**src/rtl/mem_preloader.sv**
```systemverilog
// Byte-stream frame loader for data_memory's preload port: assembles LE words
// from an address/count/data frame and issues one pre_ld strobe per word.
module mem_preloader #(
  parameter int N       = 256,
  parameter int TIMEOUT = 1024
) (
  input  logic        clk,
  input  logic        rst,
  input  logic        start,
  input  logic        in_valid,
  input  logic [7:0]  in_data,
  output logic        in_ready,
  output logic        pre_ld,
  output logic [31:0] pre_A,
  output logic [31:0] pre_data,
  output logic        busy,
  output logic        done,
  output logic        err
);

  localparam int TW = $clog2(TIMEOUT + 1);

  localparam logic [2:0] S_IDLE  = 3'd0;
  localparam logic [2:0] S_ADDR  = 3'd1;
  localparam logic [2:0] S_CNT   = 3'd2;
  localparam logic [2:0] S_DATA  = 3'd3;
  localparam logic [2:0] S_WRITE = 3'd4;
  localparam logic [2:0] S_DONE  = 3'd5;
  localparam logic [2:0] S_ERR   = 3'd6;

  logic [2:0]    state_q, state_d;
  logic [1:0]    byte_idx_q, byte_idx_d;
  logic [31:0]   base_q, base_d;
  logic [15:0]   count_q, count_d;
  logic [15:0]   word_idx_q, word_idx_d;
  logic [31:0]   buf_q, buf_d;
  logic [TW-1:0] tmo_q, tmo_d;
  logic [31:0]   pre_a_q, pre_a_d;
  logic [31:0]   pre_data_q, pre_data_d;

  logic        accept;
  logic        last_word;
  logic [32:0] end_addr;

  assign in_ready = (state_q == S_ADDR) || (state_q == S_CNT) || (state_q == S_DATA);
  assign busy     = in_ready || (state_q == S_WRITE);
  assign pre_ld   = (state_q == S_WRITE);
  assign done     = (state_q == S_DONE);
  assign err      = (state_q == S_ERR);
  assign pre_A    = pre_a_q;
  assign pre_data = pre_data_q;
  assign accept   = in_ready && in_valid;

  assign last_word = (({1'b0, word_idx_q} + 17'd1) == {1'b0, count_q});

  always_comb begin
    state_d    = state_q;
    byte_idx_d = byte_idx_q;
    base_d     = base_q;
    count_d    = count_q;
    word_idx_d = word_idx_q;
    buf_d      = buf_q;
    pre_a_d    = pre_a_q;
    pre_data_d = pre_data_q;
    tmo_d      = '0;
    end_addr   = '0;

    case (state_q)
      S_IDLE, S_DONE, S_ERR: begin
        if (start) begin
          state_d    = S_ADDR;
          byte_idx_d = 2'd0;
        end
      end
      S_ADDR: begin
        if (accept) begin
          base_d[{byte_idx_q, 3'b000} +: 8] = in_data;
          byte_idx_d = byte_idx_q + 2'd1;
          if (byte_idx_q == 2'd3) begin
            state_d = (base_d[1:0] != 2'b00) ? S_ERR : S_CNT;
          end
        end
      end
      S_CNT: begin
        if (accept) begin
          count_d[{byte_idx_q[0], 3'b000} +: 8] = in_data;
          if (byte_idx_q[0]) begin
            byte_idx_d = 2'd0;
            // 33-bit sum so a base near the top of the address space cannot wrap past the check
            end_addr   = {1'b0, base_q} + {15'd0, count_d, 2'b00};
            if (count_d == 16'd0) begin
              state_d = S_DONE;
            end else if (end_addr > 33'(N)) begin
              state_d = S_ERR;
            end else begin
              state_d    = S_DATA;
              word_idx_d = 16'd0;
            end
          end else begin
            byte_idx_d = 2'd1;
          end
        end
      end
      S_DATA: begin
        if (accept) begin
          buf_d[{byte_idx_q, 3'b000} +: 8] = in_data;
          byte_idx_d = byte_idx_q + 2'd1;
          if (byte_idx_q == 2'd3) begin
            state_d    = S_WRITE;
            pre_a_d    = base_q + {14'd0, word_idx_q, 2'b00};
            pre_data_d = buf_d;
          end
        end
      end
      S_WRITE: begin
        if (last_word) begin
          state_d = S_DONE;
        end else begin
          state_d    = S_DATA;
          word_idx_d = word_idx_q + 16'd1;
        end
      end
      default: state_d = S_IDLE;
    endcase

    // Stall watchdog: only byte-accepting states count idle cycles
    if (in_ready && !accept) begin
      if (tmo_q >= TW'(TIMEOUT - 1)) begin
        state_d = S_ERR;
      end else begin
        tmo_d = tmo_q + 1'b1;
      end
    end
  end

  always_ff @(posedge clk) begin
    if (!rst) begin
      state_q    <= S_IDLE;
      byte_idx_q <= '0;
      base_q     <= '0;
      count_q    <= '0;
      word_idx_q <= '0;
      buf_q      <= '0;
      tmo_q      <= '0;
      pre_a_q    <= '0;
      pre_data_q <= '0;
    end else begin
      state_q    <= state_d;
      byte_idx_q <= byte_idx_d;
      base_q     <= base_d;
      count_q    <= count_d;
      word_idx_q <= word_idx_d;
      buf_q      <= buf_d;
      tmo_q      <= tmo_d;
      pre_a_q    <= pre_a_d;
      pre_data_q <= pre_data_d;
    end
  end

endmodule
```
**config.mk**
```make
export PLATFORM = sky130hd
export DESIGN_NAME = mem_preloader
export DESIGN_NICKNAME = d
export VERILOG_FILES = /design/src/rtl/mem_preloader.sv
export SDC_FILE = /design/constraint.sdc
export NUM_CORES = 1
export LEC_CHECK = 0
export CAP_MARGIN = 30
export CORE_ASPECT_RATIO = 0.5
export CORE_MARGIN = 8
export CORE_UTILIZATION = 44
export DETAILED_ROUTE_END_ITERATION = 8
export PLACE_DENSITY = 0.65
export SYNTH_ARGS = -nofsm -noshare
export SYNTH_HDL_FRONTEND = slang
export SYNTH_SLANG_ARGS = --single-unit
```
**constraint.sdc**
```tcl
create_clock -name clk -period 3.7 [get_ports clk]
set_input_delay 0.74 -clock clk [delete_from_list [all_inputs] [get_ports clk]]
set_output_delay 0.74 -clock clk [all_outputs]
set_load 0.01 [all_outputs]
```
==> metrics.md <==
| Metric | Value |
|---|---|
| Vias in the first global route | `10.0k` |
| Cell count of the worst reg-to-reg path | `17` |
| Worst skew pair latency | `0.45 ns` |
| Post-synthesis register bit count | `176` |
| Capture point of the worst path | `word_idx_q[1]` |
| Grt met3 use | `0.0475` |
| CP cell instances | `buf_6, nor2b_4, a21oi_2, inv_1, ha_4, fa_2, a211oi_4, o21ai_2, a221o_2, o211ai_1, o2111ai_1, nor4_2, buf_4, nand4_4, clkbuf_16, nand4_1, o311ai_1` |
| I/O pin count | `81` |
| Unrepaired setup endpoints after global routing | `true` |
| DR vias | `10.8k` |
| Commonest cells post-synth | `178 x nor2_1, 176 x dfxtp_1, 107 x a21oi_1` |
| Syn Area/Cell | `7.73 um^2` |
| Sequential element share of the synthesized area | `0.339` |
| Area share of the largest cell type after synthesis | `0.339` |
| Port Buf Inserts | `80` |
| Cell leakage power | `4.96 nW` |
| Final setup violation count | `15` |
| Starting Density | `0.452` |
| HPWL reported at the end of detailed placement | `26.8 mm` |
| Setup TNS | `-0.502 ns` |
| Starting DRT DRC Count | `989` |
| Core area | `23000 um^2` |
| H-tree depth | `4` |
| Slowest cell on crit path | `a221o_2` |
| Max-slew headroom | `0.479` |
| Clk pin slew, worst setup/hold paths | `0.07 ns` |
| Synth-to-Final Area Change | `28.5%` |
| Failing checks | `negative setup slack` |
| Final core occ | `0.581` |
| RR Endpoint | `word_idx_q[1]` |
| DRC violations left | `0` |
| Routed wire length | `36.2 mm` |
| Max incr delay on CP | `0.45 ns` |
| Die W | `233 um` |
| Largest net degree at the start of global routing | `67` |
| Worst endpoint required time | `4.01 ns` |
| Final Hold Vio Count | `0` |
| Area leader, netlist | `dfxtp_1` |
| Root buffer cell | `clkbuf_16` |
| Cells after Synth | `1346` |
| Drt pass-1 iters | `6` |
| CTS Buf Count | `17` |
| CP bufs+invs | `4` |
| Fin cells | `1818` |
| Synth top area cells | `dfxtp_1 34%, nor2_1 6.4%, a211oi_1 5.9%` |
| Worst Hold Class | `reg2reg` |
| Pwr Total | `5.35 mW` |
| Syn_nets | `1400` |
| Gr ovfl total | `0` |
| Critical path depth | `17` |
| Most frequent cell after synthesis | `nor2_1` |
| Power Density | `400 nW/um^2` |
| Mapped cell area | `10400 um^2` |
| Gpl congestion | `0.955` |
| Synth unique cells | `76` |
| Peak Freq | `266 MHz` |
| Ys Warns | `0` |
| TritonCTS clock tree | `built` |
| Fillers | `2096` |
| Via-to-Cell Ratio | `5.96` |
| Worst EP arrival | `4.07 ns` |
| Worst setup SP type | `register` |
| Rows | `39` |
| First-pass GRT wire length | `56.8 mm` |
| DP Cell Count | `1770` |
| Worst setup path startpoint | `byte_idx_q[0]` |
| Run status | `finished with violations` |
| Final Max Tran Viols | `0` |
| Ratio of cells with drive above 1 in the final layout | `0.176` |
| Worst slew pin tran | `0.781 ns` |
| Hold_ws | `0.452 ns` |
| GR Util met2 | `0.369` |
| CTS Buffer Depth | `2` |
| Ys async rst share | `0` |
| Die area | `29100 um^2` |
| Post-place instance area | `12300 um^2` |
| Gr usage total | `0.244` |
| Critical path type | `reg2reg` |
| Fin crit period | `3.76 ns` |
| Critical-path maximum fanout | `8` |
| Clk sinks | `176` |
| Post-CTS Hold Fix Bufs | `0` |
| Setup Skew | `0.0117 ns` |
| Post-synth EDFFs | `0` |
| # Max-Cap Violations | `0` |
| Top delay family on crit path | `compound AO/OA/AOI/OAI gates` |
| Vert. Die Dim | `125 um` |
| Maximum vdd drop | `0.000320 V` |
| M1 GR Usage | `0.348` |
| Register area | `3530 um^2` |
| Antenna violations before repair | `0` |
| Routed len/inst | `19.9 um` |
| Worst slack at placement | `-0.769 ns` |
| Detail Route Antenna Nets | `0` |
| Reg-to-reg critical path startpoint | `byte_idx_q[0]` |
| Nets | `1554` |
| PnR worst setup slack | `-0.0614 ns` |
| Multi-input logic area | `6730 um^2` |
| Cell area after layout | `13400 um^2` |
| Setup slack, reg-to-reg | `-0.06 ns` |
| # diodes | `0` |
| Crit end category | `register` |
| Dominant synthesized flop cell | `dfxtp_1` |
| Tcrit/Tclk final | `1.02` |
| Gr busiest metal | `met2` |
==> how the worst min path moves through the flow <==
stage | startpoint | to | slack [ns] | depth (start not counted)
2_1_floorplan | tmo_q[0] | tmo_q[0] | 0.43 | 1
3_3_place_gp | tmo_q[0] | tmo_q[0] | 0.44 | 1
3_5_place_dp | pre_A[10] | pre_A[10] | 0.45 | 2
4_1_cts | pre_A[10] | pre_A[10] | 0.46 | 2
5_1_grt | pre_A[6] | pre_A[6] | 0.48 | 2
6_report | pre_A[10] | pre_A[10] | 0.45 | 2
==> cells in the final DEF (no fill, tap or decap), drive strengths merged, types with 5 or more instances in the layout <==
cell and n:
a311oi 6, a2111oi 5, nand3 44, inv 44, nand2b 16, a22oi 6, o21ai 39, a211o 7
nand2 104, dfxtp 176, nor2b 15, and3 17, nand4 42, a211oi 82, nor3 83, clkbuf 22
a21boi 16, xor2 18, a21o 13, buf 156, and4 9, a21oi 108, mux2i 8, clkdlybuf4s50 72
o211ai 9, or3 21, nand4b 5, a31oi 10, dlygate4sd2 5, o21a 9, o2111ai 15, nor2 178
ha 40, xnor2 36
==> per-layer routing <==
layer | up-vias | share of wire
met5 | - | 0
met2 | 359 | 0.44
li1 | 5233 | -
met3 | 46 | 0.075
met4 | 0 | 0.020
met1 | 5203 | 0.47
==> report_power, final <==
part	total, mW	internal [mW]	switching [mW]
sequential	2.04	1.95	0.0914
clock	1.76	0.963	0.796
combinational	1.55	0.666	0.880
==> worst min-delay path, cell delays in order (launching register included) <==
cell and delay (ns):
dfxtp_1 0.31, nand2_1 0.05, a21oi_1 0.05
==> sequential cells by signal (all words and copies together), names as in the netlist <==
name        count
base_q         32
buf_q          32
byte_idx_q      2
count_q        16
pre_A          32
pre_data       32
state_q         3
tmo_q          11
word_idx_q     16
==> layout make-up <==
type	count	share of cell area
clock inverter	10	0.00776
tap	307	0.0287
timing repair buffer	236	0.151
sequential	176	0.264
clock buffer	20	0.0341
multi-input combinational	1028	0.503
inverter	41	0.0117
==> kinds of logic (layout without fill, tap and decap cells) <==
logic type,Yosys count,after routing,share of synthesized area
muxes,11,11,0.0109
adders and majority gates,42,42,0.0519
DFF,176,176,0.339
AOI/OAI and AO/OA,364,364,0.238
other,1,1,0.000360
buffers and inverters,142,307,0.0542
xor gates and xnor gates,54,54,0.0454
and+or+nand+nor,556,556,0.260
==> what timing repair did <==
item | CTS | global route
buffers inserted | 8 | 9
endpoints found under the hold margin | 0 | 0
resized for setup | 72 | 21
pin swaps | 7 | 28
cloned | 1 | 0
setup endpoints to repair | 18 | 18
Note: power is estimated with default switching activity, not from simulation.
